===== config.mk =====
export PLATFORM = sky130hd
export DESIGN_NAME = signal_reconstructor
export DESIGN_NICKNAME = d
export VERILOG_FILES = /design/src/rtl/signal_reconstructor.sv
export SDC_FILE = /design/constraint.sdc
export NUM_CORES = 1
export LEC_CHECK = 0
export CORE_MARGIN = 3
export CORE_UTILIZATION = 55
export CTS_BUF_LIST = sky130_fd_sc_hd__clkbuf_8 sky130_fd_sc_hd__clkbuf_16
export DETAILED_ROUTE_END_ITERATION = 12
export GPL_TIMING_DRIVEN = 0
export PLACE_DENSITY = 0.73
export SLEW_MARGIN = 20
export SYNTH_ARGS = -nofsm -noshare
export SYNTH_HDL_FRONTEND = slang
export SYNTH_SLANG_ARGS = --single-unit

===== constraint.sdc =====
create_clock -name clk -period 17 [get_ports clk]
set_input_delay 3.4 -clock clk [delete_from_list [all_inputs] [get_ports clk]]
set_output_delay 3.4 -clock clk [all_outputs]
set_load 0.005 [all_outputs]

===== src/rtl/signal_reconstructor.sv =====
// rtl/signal_reconstructor.sv - replays buffered (time, data) events onto dataOut against a playback counter
// Option macro SIGNAL_RECONSTRUCTOR_LATE_DROP_EN: discard late events instead of applying them.
module signal_reconstructor #(
  parameter int DATA_W     = 8,
  parameter int TIME_W     = 32,
  parameter int DEPTH_LOG2 = 4
) (
  input  logic              clk,
  input  logic              rst,
  input  logic [TIME_W-1:0] dataTime,
  input  logic [DATA_W-1:0] dataIn,
  input  logic              newData,
  input  logic              start,
  input  logic              stop,
  output logic [DATA_W-1:0] dataOut,
  output logic              changed,
  output logic [TIME_W-1:0] playTime,
  output logic              empty,
  output logic              overflow,
  output logic              late
);

  localparam int DEPTH = 1 << DEPTH_LOG2;
  localparam logic [DEPTH_LOG2:0] DEPTH_CNT = (DEPTH_LOG2+1)'(DEPTH);
  localparam logic [0:0] IDLE = 1'b0;
  localparam logic [0:0] RUN  = 1'b1;

  logic [0:0]            state;
  logic [TIME_W-1:0]     mem_time [DEPTH];
  logic [DATA_W-1:0]     mem_data [DEPTH];
  logic [DEPTH_LOG2-1:0] wr_ptr;
  logic [DEPTH_LOG2-1:0] rd_ptr;
  logic [DEPTH_LOG2:0]   count;
  logic [TIME_W-1:0]     head_time;
  logic [DATA_W-1:0]     head_data;
  logic                  full;
  logic                  pop;
  logic                  push;
  logic                  head_late;

  assign empty = (count == '0);

  always_comb begin
    head_time = mem_time[rd_ptr];
    head_data = mem_data[rd_ptr];
    full      = (count == DEPTH_CNT);
    head_late = (head_time < playTime);
    // A restart edge never pops; the head is re-evaluated against the cleared counter.
    pop       = (state == RUN) && !start && !empty && (head_time <= playTime);
    // A full FIFO still accepts an event when the head leaves in the same cycle.
    push      = newData && (!full || pop);
  end

  always_ff @(posedge clk) begin
    if (push) begin
      mem_time[wr_ptr] <= dataTime;
      mem_data[wr_ptr] <= dataIn;
    end
  end

  always_ff @(posedge clk) begin
    if (!rst) begin
      state    <= IDLE;
      playTime <= '0;
      dataOut  <= '0;
      changed  <= 1'b0;
      overflow <= 1'b0;
      late     <= 1'b0;
      wr_ptr   <= '0;
      rd_ptr   <= '0;
      count    <= '0;
    end else begin
      case (state)
        IDLE: begin
          if (start) begin
            state    <= RUN;
            playTime <= '0;
          end
        end
        default: begin
          if (start) begin
            playTime <= '0;
          end else begin
            playTime <= playTime + 1'b1;
            if (stop) state <= IDLE;
          end
        end
      endcase

      changed <= 1'b0;
      if (pop) begin
`ifdef SIGNAL_RECONSTRUCTOR_LATE_DROP_EN
        if (head_late) begin
          late <= 1'b1;
        end else begin
          dataOut <= head_data;
          changed <= 1'b1;
        end
`else
        dataOut <= head_data;
        changed <= 1'b1;
        if (head_late) late <= 1'b1;
`endif
        rd_ptr <= rd_ptr + 1'b1;
      end

      if (push) wr_ptr <= wr_ptr + 1'b1;
      if (newData && !push) overflow <= 1'b1;

      case ({push, pop})
        2'b10:   count <= count + 1'b1;
        2'b01:   count <= count - 1'b1;
        default: count <= count;
      endcase
    end
  end

endmodule

-- Word level (Yosys, flattened, before mapping)
Memory sizes are Yosys's and may differ from the RTL's. A register that Yosys moved wholly into a read port is not among the register bits.
Cells that the tools add are included.
- word-level logic and storage cells: 48
- memory bits (writable): 640
- flip-flop bits (word level): 49
- output and inout port bits: 44
- memories: 2
- input port bits: 45
- memory list (memory ; words ; bits a word ; read ports ; clocked after memory_dff ; wr ports ; line ; text):
    mem_time ; 16 ; 32 ; 1 ; 1 ; 1 ; 29 ; logic [TIME_W-1:0] mem_time [DEPTH];
    mem_data ; 16 ; 8 ; 1 ; 1 ; 1 ; 30 ; logic [DATA_W-1:0] mem_data [DEPTH];
- add/subtract/negate cells: 5
- mux-type cells: 13
- order comparisons: 2
- reductions and logical operators: 15
- equal/unequal tests: 3
- operators by type and width (kind ; number):
    $mux 32 ; 3
    $add 32x1->32 const B ; 1
    $le 32x32->1 ; 1
    $lt 32x32->1 ; 1
    $pmux 5 s2 ; 1
    $add 4x1->4 const B ; 2
    $mux 4 ; 2
    $mux 1 ; 7
    $add 5x1->5 const B ; 1
    $eq 5x5->1 const B ; 1
    $logic_and 1x1->1 ; 5
    $logic_not 1->1 ; 5
    $logic_not 5->1 ; 1
    $sub 5x1->5 const B ; 1
    $reduce_bool 2->1 ; 2
    $eq 2x1->1 const B ; 1
    $eq 2x2->1 const B ; 1
    $reduce_and 2->1 ; 1
    $logic_or 1x1->1 ; 1

-- Longest topological paths before layout
Gate-level depths: netlist of run 1.
- word-level depth: 8
- depth in mapped cells: 20
- depth with buffers taken out: 18

-- Worst setup path after synthesis of run 1
OpenSTA, ideal clock, no wires.
- path kind: input -> register
- start point: in start
- end point: mem mem_data[0][0], enable pin
- stages: 8
- setup slack: 7.732 ns
- data arrival time: 8.716 ns
- required time: 16.449 ns
- setup time: 0.551 ns
- path buffers: 2
- cells stage by stage: and2b_2 o21ai_2 nor3_1 a31o_4 a21oi_4 buf_6 buf_6 nor4b_1
- longest elaborated chain between the ends: 8
- RTL lines (element ; line ; text):
    start: declaration ; 13 ; input logic start,
    $logic_not 1->1 ; 49 ; pop = (state == RUN) && !start && !empty && (head_time <= playTime);
    $logic_and 1x1->1 (3 in a row) ; 49 ;
    $logic_or 1x1->1 ; 51 ; push = newData && (!full || pop);
    $logic_and 1x1->1 ; 51 ;
    $mux 1 ; 55 ; if (push) begin
    $mux 1 (implied by the code) ; 57 ; mem_data[wr_ptr] <= dataIn;
    end: declaration ; 30 ;
No other way between the ends.

==> metrics.txt, run 1 <==
outcome completed; Top FF cell, synth edfxtp_1; crit path time final between 6 and 7 ns; Synth area leader edfxtp_1; Comb pwr share 3.4%; f_max 152 MHz; placed cell areas 0.0301 mm²; unrepaired setup endpoints after global routing no; Top Ports 89; CP startpoint kind flop; gr usage total between 20 and 30%; Netlist cell types 57; relative slew slack 30.3%; placed cells 2,194; Tot Pwr about 3.5 mW; clock share of power 42.8%; post-synthesis average cell area 20.8 µm²; most common cell in the synthesized netlist edfxtp_1; Layout Cells excl Fill 2,322; dpl ws roughly 10 ns; Die X 230 µm; CP Capture Type flop; DP HPWL 43.4 mm; PD cells 109 mW/mm²; setup total negative slack 0 ns; Pins Over Slew Limit 0; Final GP Congestion 0.797; Worst Slack Setup Final 10.42 ns; vias per inst 6.15; synthesis-stage register bit count 701; antenna violations before repair 4; post-CTS setup buffer count 0; syn_nets 1,412; CORE AREA 0.0493 mm²; crit path cell chain clkbuf_1 > buf_1 > mux4_2 > mux4_2 > ha_1 > nand4_1 > nor4_2 > and4bb_1 > a31o_4 > a21oi_4 > buf_6 > buf_6 > nor4b_2 > buf_4 > buf_2 > buf_4 > buf_2; critical path arrival 6.87 ns; CP bufs+invs 8; share of cells above drive strength 1 28.6%; Req. time, crit path 17.28 ns; Ys Warns 0; Slew @ Worst Pin 1.05 ns; synth top area cells edfxtp_1 (70%), mux4_2 (16%), dfxtp_1 (4.4%); largest net degree at the start of global routing 31; Worst-path clk slew 0.06 ns; drc violations 0; Post-synth EDFFs 640; mapped cell area ~0.028 mm²; die height 230 µm; Initial Util 56.1%; remaining global-route overflow 0; Storage cell area 0.0204 mm²; CTS Sinks 701; Antenna Nets Post-Route 0; vias in the first global route 14,700; Clk Latency, worst-skew pair between 0.5 and 0.6 ns; Top delay family on crit path buffers and inverters; design area 0.0324 mm²; I/O Buffers 86; DR pass1 iterations 5; Worst IR Drop VDD 0.0000656 V; CTS tree done; worst-case clock buffer depth 3; Die ar. ~0.053 mm²; total CTS buffers 70; fin nets between 1,500 and 2,000; Routed WL per cell roughly 28 µm; Critical Path Max Stage Delay 0.83 ns; DR iter-0 viols 1,541; Worst Setup Path Type reg2reg; HP Class reg2reg; DR vias 14,300; Internal Pwr Total 2.84 mW; Leakage Power 10.4 nW; period utilization between 30 and 40%; register area share after synthesis 74.0%; first-pass GRT wire length 96.6 mm; Switching Power 695 µW; Fillers 3,254; sequential power share 53.8%; Clock Skews 0.0201 ns; Routed WL 64.9 mm; top cells by count, synth edfxtp_1 (640), mux4_2 (200), dfxtp_1 (61), nand2_1 (43), nor2_1 (43); Syn-to-layout area delta 17.4%; final core occ 65.9%; Worst path slowest cell buf_1; switching share of power about a fifth; final setup fails 0; H-Tree Level Count 3; area share of the largest cell type after synthesis slightly below 70%; Final Hold Viols 0; Mapped Cells 1,325; PostCTS Resize Cnt 0; cts hold-fix bufs 0; Min Hold Slack 0.452 ns; footprint of the multi-input gates 0.00683 mm²; share of synthesized registers carrying an async set or reset 0%; Max-Cap Viols 0; crit path max fanout 10; Row Count 81; CTS root buffer clkbuf_16
==> registers in the layout, summed over array words and instances, names as in the netlist, named ones only <==
register / flops
playTime: 32
rd_ptr: 4
mem_time: 512
count: 5
overflow: 1
late: 1
mem_data: 128
state: 1
dataOut: 8
wr_ptr: 4
changed: 1
==> worst register-to-register path: stages, from the launching register on <==
cell	delay (ns)
dfxtp_1	0.32
clkbuf_1	0.43
buf_1	0.84
mux4_2	0.63
mux4_2	0.51
ha_1	0.31
nand4_1	0.25
nor4_2	0.51
and4bb_1	0.31
a31o_4	0.17
a21oi_4	0.07
buf_6	0.15
buf_6	0.15
nor4b_2	0.68
buf_4	0.29
buf_2	0.24
buf_4	0.20
buf_2	0.21
==> metal layers <==
metal | wire, µm | GRT usage (%) | vias to the layer above
met1 | 24700 | 33.4 | 7455
met5 | 8 | 0 | -
met4 | 2330 | 9.96 | 2
li1 | - | - | 6040
met2 | 32900 | 41.7 | 646
met3 | 4860 | 4.72 | 136
==> area by class of cell <==
type	count	share of cell area (%)
sequential	701	63.0
multi-input combinational	524	21.1
buffer	58	0.876
timing repair buffer	206	4.99
inverter	42	0.486
antenna	3	0.0231
clock buffer	76	5.76
tap	664	2.56
clock inverter	48	1.23
==> kinds of logic (layout without fill, tap and decap cells) <==
logic type                 Yosys count  after routing  share of synthesized area, %
other                                0              3                             0
xor gates and xnor gates            31             31                         0.983
and+or+nand+nor                    174            174                          3.30
adders and majority gates           42             42                          1.93
muxes                              202            202                          16.4
AOI/OAI and AO/OA                   75             75                          1.84
DFF                                701            701                          74.0
buffers and inverters              100            430                          1.57
==> power by group through the flow <==
stage | Combinational, mW | Sequential, mW | Clock [mW]
3_3_place_gp | 0.111 | 1.94 | 0
6_report | 0.122 | 1.90 | 1.51
5_1_grt | 0.132 | 1.90 | 1.61
3_5_place_dp | 0.121 | 1.94 | 0
2_1_floorplan | 0.0602 | 1.94 | 0
4_1_cts | 0.122 | 1.90 | 1.54
==> path summary, 6_finish.rpt <==
path,start,end,slack (ns),depth (start not counted)
hold / removal,dataOut[2]$_SDFFE_PN0N_,dataOut[2]$_SDFFE_PN0N_,0.45,2
setup / recovery,flop,mem_time[12][5]$_DFFE_PP_,10.42,17
setup reg to reg,flop,mem_time[12][5]$_DFFE_PP_,10.42,17
hold reg to reg,dataOut[2]$_SDFFE_PN0N_,dataOut[2]$_SDFFE_PN0N_,0.45,2
==> cell usage in the layout (no fill, tap or decap), types with 4 or more instances in the layout <==
cell type        instances
buf_4                   32
edfxtp_1               640
or3_1                    6
inv_1                   55
buf_2                   94
bufinv_16                7
nor3_1                  12
o21ai_0                 12
nand2_1                 43
mux4_2                 200
nand3_1                 20
and3_1                   4
clkbuf_2                 6
clkbuf_16               73
nor4_2                   6
ha_1                    41
nor4b_2                 10
xnor2_1                 28
clkinv_2                10
clkdlybuf4s50_1         86
clkbuf_1                30
and2_4                   4
clkinv_1                13
nand4_1                 11
buf_6                    4
buf_1                    5
nor2_1                  43
dfxtp_1                 61
clkbuf_8                 5
a21oi_1                 34
(Power assumes the default switching activity.)
==> run 2: changes to the inputs <==
- clock period: 17 -> 6.5 ns (I/O delays scaled with it)
==> run 2 against run 1 <==
Effect of this change:
- critical endpoint is now mem_time[1][13]$_DFFE_PP_
- largest cell class unchanged
- clock power grew to 2.6 times the previous value
- die area stayed put
- clock skew is 0.0015 ns higher
- via count is 0.18% higher
- register-to-register slack worse by 10 ns
==> metrics.txt, run 2 (synthesis results as in run 1) <==
CTS Sinks 701; Fillers 3,250; Final Hold Viols 0; largest registers mem_time x512, mem_data x128, playTime x32; Clock Skews roughly 0.022 ns; gr usage total 25.1%; Req. time, crit path 6.77 ns; worst-case clock buffer depth 3; first-pass GRT wire length 96.6 mm; cell repeated most along the worst path buf_2; Worst IR Drop VDD approximately 0.00017 V; Routed WL approximately 65 mm; Die ar. 0.0529 mm²; antenna violations before repair 3; PD cells 285 mW/mm²; CP bufs+invs 7; Syn-to-layout area delta 17.5%; Pins Over Slew Limit 0; f_max between 150 and 200 MHz; vias in the first global route 14,700; vias per inst 6.17; fin nets around 1,700; Worst path slowest cell nor4b_2; Top delay family on crit path buffers and inverters; relative slew slack roughly a third; CP startpoint kind flop; max reg flops 512; placed cell areas ~0.03 mm²; crit path max fanout 10; crit path time final 6.31 ns; Layout Cells excl Fill 2,320; outcome completed; I/O Buffers 86; Slew @ Worst Pin 1.00 ns; DR pass1 iterations 7; Tot Pwr ~9 mW; critical path arrival 6.59 ns; HP Class reg2reg; crit path cell chain clkbuf_1 > clkdlybuf4s18_2 > mux4_2 > mux4_2 > ha_1 > nand4_1 > nor4_2 > and4bb_1 > a31o_4 > a21oi_4 > buf_6 > buf_6 > nor4b_2 > buf_2 > buf_2 > buf_2; H-Tree Level Count 3; Routed WL per cell around 28 µm; most common cell after layout, fill and taps aside edfxtp_1; final setup fails 0; unrepaired setup endpoints after global routing yes; Critical Path Max Stage Delay 0.76 ns; footprint of the multi-input gates 0.00684 mm²; Top reg by flops mem_time; remaining global-route overflow 0; total CTS buffers 70; CP Capture Type flop; drc violations 0; CORE AREA 0.0493 mm²; largest net degree at the start of global routing 31; DR iter-0 viols 1,546; Top Ports 89; share of cells above drive strength 1 28.9%; Storage cell area 0.0204 mm²; Clk Latency, worst-skew pair roughly 0.59 ns; Row Count 81; Leakage Power 10.4 nW; placed cells 2,194; CTS root buffer clkbuf_16; Worst Setup Path Type reg2reg; Initial Util roughly 56%; die height 230 µm; setup total negative slack 0 ns; DR vias roughly 14,000; Final GP Congestion 0.797; CTS tree done; Worst-path clk slew approximately 0.060 ns; Max-Cap Viols 0; Die X ~230 µm; commonest cells after routing, fill and taps aside edfxtp_1 (640), mux4_2 (200), buf_2 (97), clkdlybuf4s50_1 (86), clkbuf_16 (73); period utilization 97.1%; DP HPWL around 43 mm; Antenna Nets Post-Route 0; design area 0.0325 mm²; cts hold-fix bufs 0
run 2: cell types whose count changed in the layout (fill, tap and decap cells not counted), moves of 2 or more:
cell | before | now
clkdlybuf4s18_2 | 0 | 2
buf_2 | 94 | 97
clkbuf_1 | 30 | 27
buf_1 | 5 | 2
run 2: where the power goes:
group | total [mW] | leakage (nW) | internal (mW) | switching, mW
logic | 0.319 | 2.94 | 0.134 | 0.185
clock network | 3.96 | 1.16 | 2.34 | 1.62
registers | 4.98 | 6.27 | 4.96 | 0.0135
run 2: layer usage:
metal / wire length, µm / global-route usage, % / vias up
met5: 8 / 0 / -
met4: 2370 / 9.76 / 2
met3: 4980 / 4.70 / 140
met2: 32900 / 41.8 / 685
met1: 24500 / 33.4 / 7432
li1: - / - / 6046
run 2: layout make-up:
cell class / instances / area share (%)
multi-input cells: 524 / 21.1
flip-flops and latches: 701 / 63.0
clock buffers: 76 / 5.76
clock inverters: 48 / 1.23
well taps: 664 / 2.56
diodes: 2 / 0.0154
repair buffers: 205 / 4.95
plain buffers: 58 / 0.937
inverters: 42 / 0.486
run 2: metrics by stage:
stage / setup slack (ns) / hold WS, ns / utilization (%)
after floorplan: -1.98 / 0.446 / -
final: 0.186 / 0.452 / 65.9
after global routing: -0.0278 / 0.488 / 65.9
after detailed placement: -0.158 / 0.451 / 61.2
after CTS: 0.0744 / 0.459 / 65.9
after global placement: -9.26 / 0.444 / 59.5
run 2: worst paths after layout:
path	start	end	slack, ns	depth (start not counted)
hold reg to reg	dataOut[2]$_SDFFE_PN0N_	dataOut[2]$_SDFFE_PN0N_	0.45	2
setup reg to reg	flop	mem_time[1][13]$_DFFE_PP_	0.19	16
setup / recovery	flop	mem_time[1][13]$_DFFE_PP_	0.19	16
hold / removal	dataOut[2]$_SDFFE_PN0N_	dataOut[2]$_SDFFE_PN0N_	0.45	2
run 2: worst min-delay path, cell delays in order, from the launching register on:
cell	delay, ns
dfxtp_1	0.31
nand2_1	0.05
a21oi_1	0.05
run 2: timing repair:
item	4_1_cts	5_1_grt
buffers inserted	0	0
endpoints found under the setup margin	71	47
resized for setup	15	15
